**config.mk**
```make
export PLATFORM = sky130hd
export DESIGN_NAME = operand_issue_stage_flat
export DESIGN_NICKNAME = d
export VERILOG_FILES = /design/src/rtl/pipeline_pkg.sv /design/src/rtl/operand_issue_stage_if.sv /design/src/rtl/operand_issue_stage_hazard_detect.sv /design/src/rtl/operand_issue_stage.sv /design/src/flat_wrapper.sv
export SDC_FILE = /design/constraint.sdc
export NUM_CORES = 1
export LEC_CHECK = 0
export ABC_AREA = 1
export CAP_MARGIN = 20
export CORE_ASPECT_RATIO = 0.8
export CORE_MARGIN = 4
export CORE_UTILIZATION = 36
export CTS_BUF_LIST = sky130_fd_sc_hd__clkbuf_2
export DETAILED_ROUTE_END_ITERATION = 16
export GPL_ROUTABILITY_DRIVEN = 0
export GPL_TIMING_DRIVEN = 0
export PLACE_DENSITY = 0.89
export SYNTH_ARGS = -nofsm -noshare
export SYNTH_HDL_FRONTEND = slang
export SYNTH_HIERARCHICAL = 1
export SYNTH_SLANG_ARGS = --single-unit
```
**constraint.sdc**
```tcl
create_clock -name clk -period 4.1 [get_ports clk]
set_input_delay 0.82 -clock clk [delete_from_list [all_inputs] [get_ports clk]]
set_output_delay 0.82 -clock clk [all_outputs]
set_load 0.02 [all_outputs]
```
**src/rtl/pipeline_pkg.sv**
```systemverilog
// Shared pipeline types: opcode constants, ID/EX entry layout, load classifier.
// Latency: n/a (types and pure functions only).
// Backpressure: n/a.
//
// Contents:
//   OP_LB..OP_LWR  load opcodes (contiguous range 32..38)
//   is_load()      load classifier, also used by the forwarding unit's write-after-mem check
//   state_t        issue-stage FSM states
//   id_ex_t        ID/EX pipeline register layout
//   BUBBLE         all-zero ID/EX entry (invalid, no write)
package pipeline_pkg;

   localparam int PKG_DATA_W = 32;
   localparam int PKG_REG_W  = 5;
   localparam int PKG_CNT_W  = 16;

   localparam logic [5:0] OP_LB  = 6'd32;
   localparam logic [5:0] OP_LH  = 6'd33;
   localparam logic [5:0] OP_LWL = 6'd34;
   localparam logic [5:0] OP_LW  = 6'd35;
   localparam logic [5:0] OP_LBU = 6'd36;
   localparam logic [5:0] OP_LHU = 6'd37;
   localparam logic [5:0] OP_LWR = 6'd38;

   typedef enum logic [1:0] {
      ST_RUN    = 2'd0,
      ST_BUBBLE = 2'd1,
      ST_HOLD   = 2'd2
   } state_t;

   typedef struct packed {
      logic                  valid;
      logic [5:0]            op;
      logic [PKG_REG_W-1:0]  rd;
      logic                  register_write;
      logic [PKG_DATA_W-1:0] rs_val;
      logic [PKG_DATA_W-1:0] rt_val;
      logic [PKG_DATA_W-1:0] imm;
   } id_ex_t;

   localparam id_ex_t BUBBLE = '0;

   // Load opcodes are contiguous, so a range check covers the whole set.
   function automatic logic is_load(input logic [5:0] op);
      return (op >= OP_LB) && (op <= OP_LWR);
   endfunction

endpackage

```
**src/rtl/operand_issue_stage_if.sv**
```systemverilog
// Bundle of decode, forwarding, execute-feedback and ID/EX output signals.
// Latency: n/a (wiring only).
// Backpressure: ex_ready from execute; stall_cu back to PC/decode.
//
// Modports:
//   master  upstream/execute side: drives decode, forwarding and ex feedback, sees ID/EX + stall
//   slave   issue stage: consumes those inputs, drives stall_cu, ID/EX fields and stall_count
interface operand_issue_stage_if
   import pipeline_pkg::*;
#(
   parameter int DATA_W = PKG_DATA_W,
   parameter int REG_W  = PKG_REG_W,
   parameter int CNT_W  = PKG_CNT_W
);
   logic              valid_cu;
   logic [5:0]        op_cu;
   logic [REG_W-1:0]  rs_cu;
   logic [REG_W-1:0]  rt_cu;
   logic [REG_W-1:0]  rd_cu;
   logic              register_write_cu;
   logic [DATA_W-1:0] imm_cu;
   logic [DATA_W-1:0] rf_rs_data;
   logic [DATA_W-1:0] rf_rt_data;
   logic              forwarding_rs;
   logic              forwarding_rt;
   logic [DATA_W-1:0] value_rs;
   logic [DATA_W-1:0] value_rt;
   logic [5:0]        op_ex;
   logic [REG_W-1:0]  rd_ex;
   logic              register_write_ex;
   logic              ex_ready;
   logic              flush;
   logic              stall_cu;
   logic              valid_out;
   logic [5:0]        op_out;
   logic [REG_W-1:0]  rd_out;
   logic              register_write_out;
   logic [DATA_W-1:0] rs_val_out;
   logic [DATA_W-1:0] rt_val_out;
   logic [DATA_W-1:0] imm_out;
   logic [CNT_W-1:0]  stall_count;

   modport master (
      output valid_cu, op_cu, rs_cu, rt_cu, rd_cu, register_write_cu, imm_cu,
             rf_rs_data, rf_rt_data, forwarding_rs, forwarding_rt, value_rs, value_rt,
             op_ex, rd_ex, register_write_ex, ex_ready, flush,
      input  stall_cu, valid_out, op_out, rd_out, register_write_out,
             rs_val_out, rt_val_out, imm_out, stall_count
   );

   modport slave (
      input  valid_cu, op_cu, rs_cu, rt_cu, rd_cu, register_write_cu, imm_cu,
             rf_rs_data, rf_rt_data, forwarding_rs, forwarding_rt, value_rs, value_rt,
             op_ex, rd_ex, register_write_ex, ex_ready, flush,
      output stall_cu, valid_out, op_out, rd_out, register_write_out,
             rs_val_out, rt_val_out, imm_out, stall_count
   );
endinterface

```
**src/rtl/operand_issue_stage_hazard_detect.sv**
```systemverilog
// Load-use detection and issue FSM (RUN/BUBBLE/HOLD) deciding hold, bubble or capture.
// Latency: outputs combinational from inputs and current state.
// Backpressure: i_ex_ready=0 forces hold + stall; flush overrides everything.
//
// Ports: clk/rst; decode (i_valid_cu, i_rs_cu, i_rt_cu); execute (i_op_ex, i_rd_ex,
// i_register_write_ex, i_ex_ready); i_flush; o_stall, o_load_bubble, o_capture.
module hazard_detect
   import pipeline_pkg::*;
#(
   parameter int REG_W = PKG_REG_W
) (
   input  logic             clk,
   input  logic             rst,
   input  logic             i_valid_cu,
   input  logic [REG_W-1:0] i_rs_cu,
   input  logic [REG_W-1:0] i_rt_cu,
   input  logic [5:0]       i_op_ex,
   input  logic [REG_W-1:0] i_rd_ex,
   input  logic             i_register_write_ex,
   input  logic             i_ex_ready,
   input  logic             i_flush,
   output logic             o_stall,
   output logic             o_load_bubble,
   output logic             o_capture
);
   state_t r_state;
   state_t w_next_state;
   logic   w_load_use;
   logic   w_hazard;

   assign w_load_use = i_valid_cu && i_register_write_ex && is_load(i_op_ex) &&
                       (i_rd_ex != '0) && ((i_rd_ex == i_rs_cu) || (i_rd_ex == i_rt_cu));

   // In BUBBLE the load has moved to MEM and forwarding covers it, so the
   // hazard is masked to guarantee exactly one bubble per load-use pair.
   assign w_hazard = w_load_use && (r_state != ST_BUBBLE);

   always_ff @(posedge clk or posedge rst) begin
      if (rst) begin
         r_state <= ST_RUN;
      end else begin
         r_state <= w_next_state;
      end
   end

   always_comb begin
      w_next_state  = ST_RUN;
      o_stall       = 1'b0;
      o_load_bubble = 1'b0;
      o_capture     = 1'b0;
      if (i_flush) begin
         o_load_bubble = 1'b1;
      end else if (!i_ex_ready) begin
         o_stall      = 1'b1;
         w_next_state = ST_HOLD;
      end else if (w_hazard) begin
         o_stall       = 1'b1;
         o_load_bubble = 1'b1;
         w_next_state  = ST_BUBBLE;
      end else begin
         o_capture = 1'b1;
      end
   end
endmodule

```
**src/rtl/operand_issue_stage.sv**
```systemverilog
// Decode-to-execute issue stage: operand select, load-use bubble insertion, ID/EX register.
// Latency: 1 cycle decode to ID/EX; 2 cycles when a load-use bubble is inserted.
// Backpressure: ex_ready=0 freezes ID/EX and raises stall_cu; flush loads a bubble.
//
// Ports: clk, rst (async, active high); bus (slave modport) carrying decode inputs,
// register-file reads, forwarding overrides, execute feedback, ID/EX outputs and stall_count.
module operand_issue_stage
   import pipeline_pkg::*;
#(
   parameter int DATA_W = PKG_DATA_W,
   parameter int REG_W  = PKG_REG_W,
   parameter int CNT_W  = PKG_CNT_W
) (
   input logic                  clk,
   input logic                  rst,
   operand_issue_stage_if.slave bus
);
   localparam logic [REG_W-1:0] ZERO_REG = '0;
   localparam logic [CNT_W-1:0] CNT_ONE  = {{(CNT_W-1){1'b0}}, 1'b1};

   logic [DATA_W-1:0] w_rs_sel;
   logic [DATA_W-1:0] w_rt_sel;
   logic              w_stall;
   logic              w_load_bubble;
   logic              w_capture;
   id_ex_t            w_entry;
   id_ex_t            r_id_ex;
   logic [CNT_W-1:0]  r_stall_count;

   // Register 0 reads as zero unless the forwarding unit overrides it.
   assign w_rs_sel = bus.forwarding_rs ? bus.value_rs :
                     ((bus.rs_cu == ZERO_REG) ? '0 : bus.rf_rs_data);
   assign w_rt_sel = bus.forwarding_rt ? bus.value_rt :
                     ((bus.rt_cu == ZERO_REG) ? '0 : bus.rf_rt_data);

   hazard_detect #(
      .REG_W(REG_W)
   ) u_hazard (
      .clk                 (clk),
      .rst                 (rst),
      .i_valid_cu          (bus.valid_cu),
      .i_rs_cu             (bus.rs_cu),
      .i_rt_cu             (bus.rt_cu),
      .i_op_ex             (bus.op_ex),
      .i_rd_ex             (bus.rd_ex),
      .i_register_write_ex (bus.register_write_ex),
      .i_ex_ready          (bus.ex_ready),
      .i_flush             (bus.flush),
      .o_stall             (w_stall),
      .o_load_bubble       (w_load_bubble),
      .o_capture           (w_capture)
   );

   always_comb begin
      w_entry                = BUBBLE;
      w_entry.valid          = bus.valid_cu;
      w_entry.op             = bus.op_cu;
      w_entry.rd             = bus.rd_cu;
      w_entry.register_write = bus.register_write_cu & bus.valid_cu;
      w_entry.rs_val         = w_rs_sel;
      w_entry.rt_val         = w_rt_sel;
      w_entry.imm            = bus.imm_cu;
   end

   // Neither bubble nor capture means hold: ID/EX keeps its contents.
   always_ff @(posedge clk or posedge rst) begin
      if (rst) begin
         r_id_ex <= BUBBLE;
      end else if (w_load_bubble) begin
         r_id_ex <= BUBBLE;
      end else if (w_capture) begin
         r_id_ex <= w_entry;
      end
   end

   always_ff @(posedge clk or posedge rst) begin
      if (rst) begin
         r_stall_count <= '0;
      end else if (w_stall && (r_stall_count != '1)) begin
         r_stall_count <= r_stall_count + CNT_ONE;
      end
   end

   assign bus.stall_cu           = w_stall;
   assign bus.valid_out          = r_id_ex.valid;
   assign bus.op_out             = r_id_ex.op;
   assign bus.rd_out             = r_id_ex.rd;
   assign bus.register_write_out = r_id_ex.register_write;
   assign bus.rs_val_out         = r_id_ex.rs_val;
   assign bus.rt_val_out         = r_id_ex.rt_val;
   assign bus.imm_out            = r_id_ex.imm;
   assign bus.stall_count        = r_stall_count;
endmodule

```
**src/flat_wrapper.sv**
```systemverilog
// flat-port wrapper written by rule: the top's interface ports become plain ports
module operand_issue_stage_flat import pipeline_pkg::*;
#(
   parameter int DATA_W = PKG_DATA_W,
   parameter int REG_W  = PKG_REG_W,
   parameter int CNT_W  = PKG_CNT_W
)
  (clk, rst, bus_valid_cu, bus_op_cu, bus_rs_cu, bus_rt_cu, bus_rd_cu, bus_register_write_cu, bus_imm_cu, bus_rf_rs_data, bus_rf_rt_data, bus_forwarding_rs, bus_forwarding_rt, bus_value_rs, bus_value_rt, bus_op_ex, bus_rd_ex, bus_register_write_ex, bus_ex_ready, bus_flush, bus_stall_cu, bus_valid_out, bus_op_out, bus_rd_out, bus_register_write_out, bus_rs_val_out, bus_rt_val_out, bus_imm_out, bus_stall_count);
  operand_issue_stage_if #(.DATA_W(DATA_W), .REG_W(REG_W), .CNT_W(CNT_W)) bus_i ();
  input logic clk;
  input logic rst;
  input wire logic [$bits(bus_i.valid_cu)-1:0] bus_valid_cu;
  input wire logic [$bits(bus_i.op_cu)-1:0] bus_op_cu;
  input wire logic [$bits(bus_i.rs_cu)-1:0] bus_rs_cu;
  input wire logic [$bits(bus_i.rt_cu)-1:0] bus_rt_cu;
  input wire logic [$bits(bus_i.rd_cu)-1:0] bus_rd_cu;
  input wire logic [$bits(bus_i.register_write_cu)-1:0] bus_register_write_cu;
  input wire logic [$bits(bus_i.imm_cu)-1:0] bus_imm_cu;
  input wire logic [$bits(bus_i.rf_rs_data)-1:0] bus_rf_rs_data;
  input wire logic [$bits(bus_i.rf_rt_data)-1:0] bus_rf_rt_data;
  input wire logic [$bits(bus_i.forwarding_rs)-1:0] bus_forwarding_rs;
  input wire logic [$bits(bus_i.forwarding_rt)-1:0] bus_forwarding_rt;
  input wire logic [$bits(bus_i.value_rs)-1:0] bus_value_rs;
  input wire logic [$bits(bus_i.value_rt)-1:0] bus_value_rt;
  input wire logic [$bits(bus_i.op_ex)-1:0] bus_op_ex;
  input wire logic [$bits(bus_i.rd_ex)-1:0] bus_rd_ex;
  input wire logic [$bits(bus_i.register_write_ex)-1:0] bus_register_write_ex;
  input wire logic [$bits(bus_i.ex_ready)-1:0] bus_ex_ready;
  input wire logic [$bits(bus_i.flush)-1:0] bus_flush;
  output wire logic [$bits(bus_i.stall_cu)-1:0] bus_stall_cu;
  output wire logic [$bits(bus_i.valid_out)-1:0] bus_valid_out;
  output wire logic [$bits(bus_i.op_out)-1:0] bus_op_out;
  output wire logic [$bits(bus_i.rd_out)-1:0] bus_rd_out;
  output wire logic [$bits(bus_i.register_write_out)-1:0] bus_register_write_out;
  output wire logic [$bits(bus_i.rs_val_out)-1:0] bus_rs_val_out;
  output wire logic [$bits(bus_i.rt_val_out)-1:0] bus_rt_val_out;
  output wire logic [$bits(bus_i.imm_out)-1:0] bus_imm_out;
  output wire logic [$bits(bus_i.stall_count)-1:0] bus_stall_count;
  assign bus_i.valid_cu = bus_valid_cu;
  assign bus_i.op_cu = bus_op_cu;
  assign bus_i.rs_cu = bus_rs_cu;
  assign bus_i.rt_cu = bus_rt_cu;
  assign bus_i.rd_cu = bus_rd_cu;
  assign bus_i.register_write_cu = bus_register_write_cu;
  assign bus_i.imm_cu = bus_imm_cu;
  assign bus_i.rf_rs_data = bus_rf_rs_data;
  assign bus_i.rf_rt_data = bus_rf_rt_data;
  assign bus_i.forwarding_rs = bus_forwarding_rs;
  assign bus_i.forwarding_rt = bus_forwarding_rt;
  assign bus_i.value_rs = bus_value_rs;
  assign bus_i.value_rt = bus_value_rt;
  assign bus_i.op_ex = bus_op_ex;
  assign bus_i.rd_ex = bus_rd_ex;
  assign bus_i.register_write_ex = bus_register_write_ex;
  assign bus_i.ex_ready = bus_ex_ready;
  assign bus_i.flush = bus_flush;
  assign bus_stall_cu = bus_i.stall_cu;
  assign bus_valid_out = bus_i.valid_out;
  assign bus_op_out = bus_i.op_out;
  assign bus_rd_out = bus_i.rd_out;
  assign bus_register_write_out = bus_i.register_write_out;
  assign bus_rs_val_out = bus_i.rs_val_out;
  assign bus_rt_val_out = bus_i.rt_val_out;
  assign bus_imm_out = bus_i.imm_out;
  assign bus_stall_count = bus_i.stall_count;
  operand_issue_stage #(.DATA_W(DATA_W), .REG_W(REG_W), .CNT_W(CNT_W)) u_core (.clk(clk), .rst(rst), .bus(bus_i));
endmodule
```
==> metrics.md <==
| Metric | Value |
|---|---|
| Status | `finished, final reports clean` |
| TritonCTS clock tree | `done` |
| CP Depth | `8` |
| Synth cell types | `28` |
| H-tree depth | `4` |
| Synthesized flop and latch total | `127` |
| Hold Vio Cnt, Final | `0` |
| Syn Nets | `880` |
| R2r startpoint | `u_core/u_hazard/r_state[0]$_DFF_PP0_` |
| Vias after detailed routing | `6372` |
| CP Max Fanout | `4` |
| CP Buf/Inv Count | `2` |
| Die area | `0.0185 mm²` |
| Register area share after synthesis | `53.9%` |
| DP Cell Count | `approximately 1200` |
| Placed Area | `0.00947 mm²` |
| Crit-path slowest cell | `clkdlybuf4s50_1` |
| Share of cells above drive strength 1 | `slightly below 6%` |
| Clock-pin slew on the worst setup and hold paths | `0.19 ns` |
| Cell family with most CP delay | `buffers and inverters` |
| Largest net degree at the start of global routing | `41` |
| R2r endpoint | `u_core/bus.imm_out[29]$_DFFE_PP0P_` |
| First-pass GRT wire length | `~33000 µm` |
| Critical Path Start Type | `input pin` |
| Port bufs | `324` |
| Tightest Pin Transition | `0.670 ns` |
| Number of fill cells | `between 1000 and 1500` |
| Pwr/cell area | `approximately 360 mW/mm²` |
| Crit. End Element | `output pin` |
| CTS sink cnt | `127` |
| Row count | `41` |
| Slowest stage delay, CP | `around 0.68 ns` |
| Worst Setup SP | `bus_valid_cu` |
| Critical Path Sink | `bus_stall_cu` |
| Die height | `122 µm` |
| Area growth from synthesis to layout | `65.3%` |
| Vias per cell | `5.09` |
| FMAX | `261 MHz` |
| Post-synthesis cell count | `678` |
| HP Class | `in2async` |
| Clock Skews | `0.0336 ns` |
| Setup Crit Path Kind | `in2out` |
| Worst rel slew slack | `~55%` |
| Grt total ovfl | `0` |
| Yosys warns | `6` |
| Total setup buffers inserted after CTS | `0` |
| # IOs | `between 300 and 400` |
| Static Leakage | `4.19 nW` |
| Maximum clock path buffer count | `2` |
| Nets | `1226` |
| Routed wl met2 | `10800 µm` |
| Initial antenna violation count | `1` |
| Iter 0 DRT Violations | `312` |
| Worst skew pair latency | `0.71 ns` |
| Worst path required time | `approximately 3.3 ns` |
| DRT Pass-1 Iters | `5` |
| Initial core utilization | `a little under two fifths` |
| WL/cell | `18.0 µm` |
| Area of the multi-input gates | `around 0.0024 mm²` |
| FF-to-FF setup slack | `1.52 ns` |
| DRT antenna net count | `0` |
| Filler-free cell count of the finished design | `1253` |
| Die X | `151 µm` |
| Fin. max-slew vios | `0` |
| Area of the mapped netlist | `0.00589 mm²` |
| Critical Path AT | `3.02 ns` |
| Overall global routing resource usage | `a little under a quarter` |
| Peak supply drop | `0.000250 V` |
| MaxCap Viol Count | `0` |
| Fin crit period | `3.84 ns` |
| Final wirelength | `22500 µm` |
| Final HPWL DP | `17600 µm` |
| Synth Area per Inst | `8.69 µm²` |
| Reg2reg path depth | `10` |
| Met1 wire length | `approximately 9000 µm` |
| Vias in the first global route | `6333` |
| Post-Route Setup TNS | `0 ns` |
| Final worst-path cycle share | `93.6%` |
| Remaining DRCs | `0` |
| Met3 wire len | `2280 µm` |
| Endpoints failing setup | `0` |
| CTS buffer count | `17` |
| Hold_buf cts | `0` |
| Post-CTS Resized | `0` |
| Final Instance Area | `0.00974 mm²` |
| Top sig layer | `met4` |
| CTS root buf | `clkbuf_2` |
| Cells along the critical path | `clkdlybuf4s50_1, nand2_1, a21oi_1, nand4_1, nor2_1, nand2_1, a21oi_2, clkdlybuf4s50_1` |
| Placeable Area | `0.0159 mm²` |
| RSZ-0062 raised after global routing | `false` |
| Reg area | `approximately 0.0032 mm²` |
## registers in the layout, indices dropped and copies added (netlist names)
register,count
u_core/bus.imm_out,32
u_core/bus.stall_count,16
u_core/bus.rt_val_out,32
u_core/bus.register_write_out,1
u_core/bus.rd_out,5
u_core/u_hazard/r_state,2
u_core/bus.op_out,6
u_core/bus.valid_out,1
u_core/bus.rs_val_out,32
## worst min path at each step
stage	cells after the start	end	slack, ns	startpoint
2_1_floorplan	1	u_core/u_hazard/r_state[0]$_DFF_PP0_	0.56	rst
3_3_place_gp	2	u_core/bus.rs_val_out[2]$_DFFE_PP0P_	0.47	u_core/bus.rs_val_out[2]$_DFFE_PP0P_
3_5_place_dp	2	u_core/bus.rt_val_out[6]$_DFFE_PP0P_	0.48	u_core/bus.rt_val_out[6]$_DFFE_PP0P_
4_1_cts	2	u_core/u_hazard/r_state[1]$_DFF_PP0_	0.23	rst
5_1_grt	2	u_core/u_hazard/r_state[1]$_DFF_PP0_	0.26	rst
6_report	2	u_core/u_hazard/r_state[0]$_DFF_PP0_	0.32	rst
## cell families (layout without fill, tap and decap cells)
| family | after synthesis | count (layout) | synth area share [%] |
|---|---|---|---|
| AOI/OAI and AO/OA | 241 | 241 | 23.4 |
| xor gates and xnor gates | 10 | 10 | 1.49 |
| adders and majority gates | 1 | 1 | 0.212 |
| buffers and inverters | 75 | 434 | 5.33 |
| DFF | 127 | 127 | 53.9 |
| other | 0 | 1 | 0 |
| and+or+nand+nor | 224 | 224 | 15.6 |
## layout by cell type, fill, tap and decap left out, types with 2 or more instances in the layout
cell type,instances
nand2_2,2
buf_12,3
a21oi_1,65
nand2_1,166
nand2_4,2
xor2_1,4
nand4_1,7
clkbuf_1,26
o21ai_0,64
buf_2,11
bufinv_16,3
nor2_2,2
xnor2_1,6
clkinv_4,2
clkdlybuf4s50_1,324
nor2_1,28
o21ai_1,66
buf_6,2
dfrtp_1,127
nand3_1,11
clkbuf_2,17
buf_1,5
clkinvlp_4,4
inv_1,27
inv_6,5
a22o_1,44
nor3_1,3
inv_2,2
## per-stage QoR
stage | utilization [%] | setup WS, ns | hold slack (ns) | power [mW]
finish | 61.2 | 0.262 | 0.319 | 3.46
global route | 61.2 | 0.163 | 0.256 | 3.63
CTS | 61.2 | 0.258 | 0.234 | 3.48
detailed placement | 59.5 | 0.259 | 0.477 | 2.60
global placement | 59.2 | 0.287 | 0.470 | 2.57
floorplan | - | 1.68 | 0.561 | 2.00
## layout make-up
cell class,count,area share [%]
Buffer,45,2.07
Tap cell,215,2.76
Sequential cell,127,32.6
Inverter,30,1.19
Clock inverter,15,1.88
Antenna cell,1,0.0257
Multi-Input combinational cell,476,24.7
Clock buffer,17,0.874
Timing Repair Buffer,327,33.9
## cells in the mapped netlist (all sizes together)
cell    instances  area, µm²
a21oi          66        334
nand2         170        658
xnor2           6       52.6
nand3          12       65.1
a32o            1       10.0
o21ai         130        651
buf            19        104
ha              1       12.5
clkbuf         26       97.6
a22o           44        385
dfrtp         127       3180
inv            30        113
nand4           7       43.8
nor3            4       25.0
xor2            4       35.0
nor2           31        129
## worst register-to-register path: cells and delay by family (launching register included)
| family | cells | cell delay (ns) |
|---|---|---|
| AOI/OAI and AO/OA | 2 | 0.40 |
| and+or+nand+nor | 6 | 1.08 |
| buffers and inverters | 2 | 0.64 |
| DFF | 1 | 0.40 |
## where the power goes
group          leakage [nW]  switching, mW  total, mW  internal (mW)
clock network         0.150          0.527      0.875          0.348
registers              1.64          0.122       1.51           1.39
logic                  2.40          0.528       1.07          0.544
total                  4.19           1.18       3.46           2.28
## layer usage
layer / track usage [%] / vias to the layer above
li1: - / 3006
met1: 27.4 / 3017
met2: 39.5 / 299
met3: 9.75 / 50
met4: 8.10 / 0
met5: 0 / -
Power figures use the tool's default switching activity.
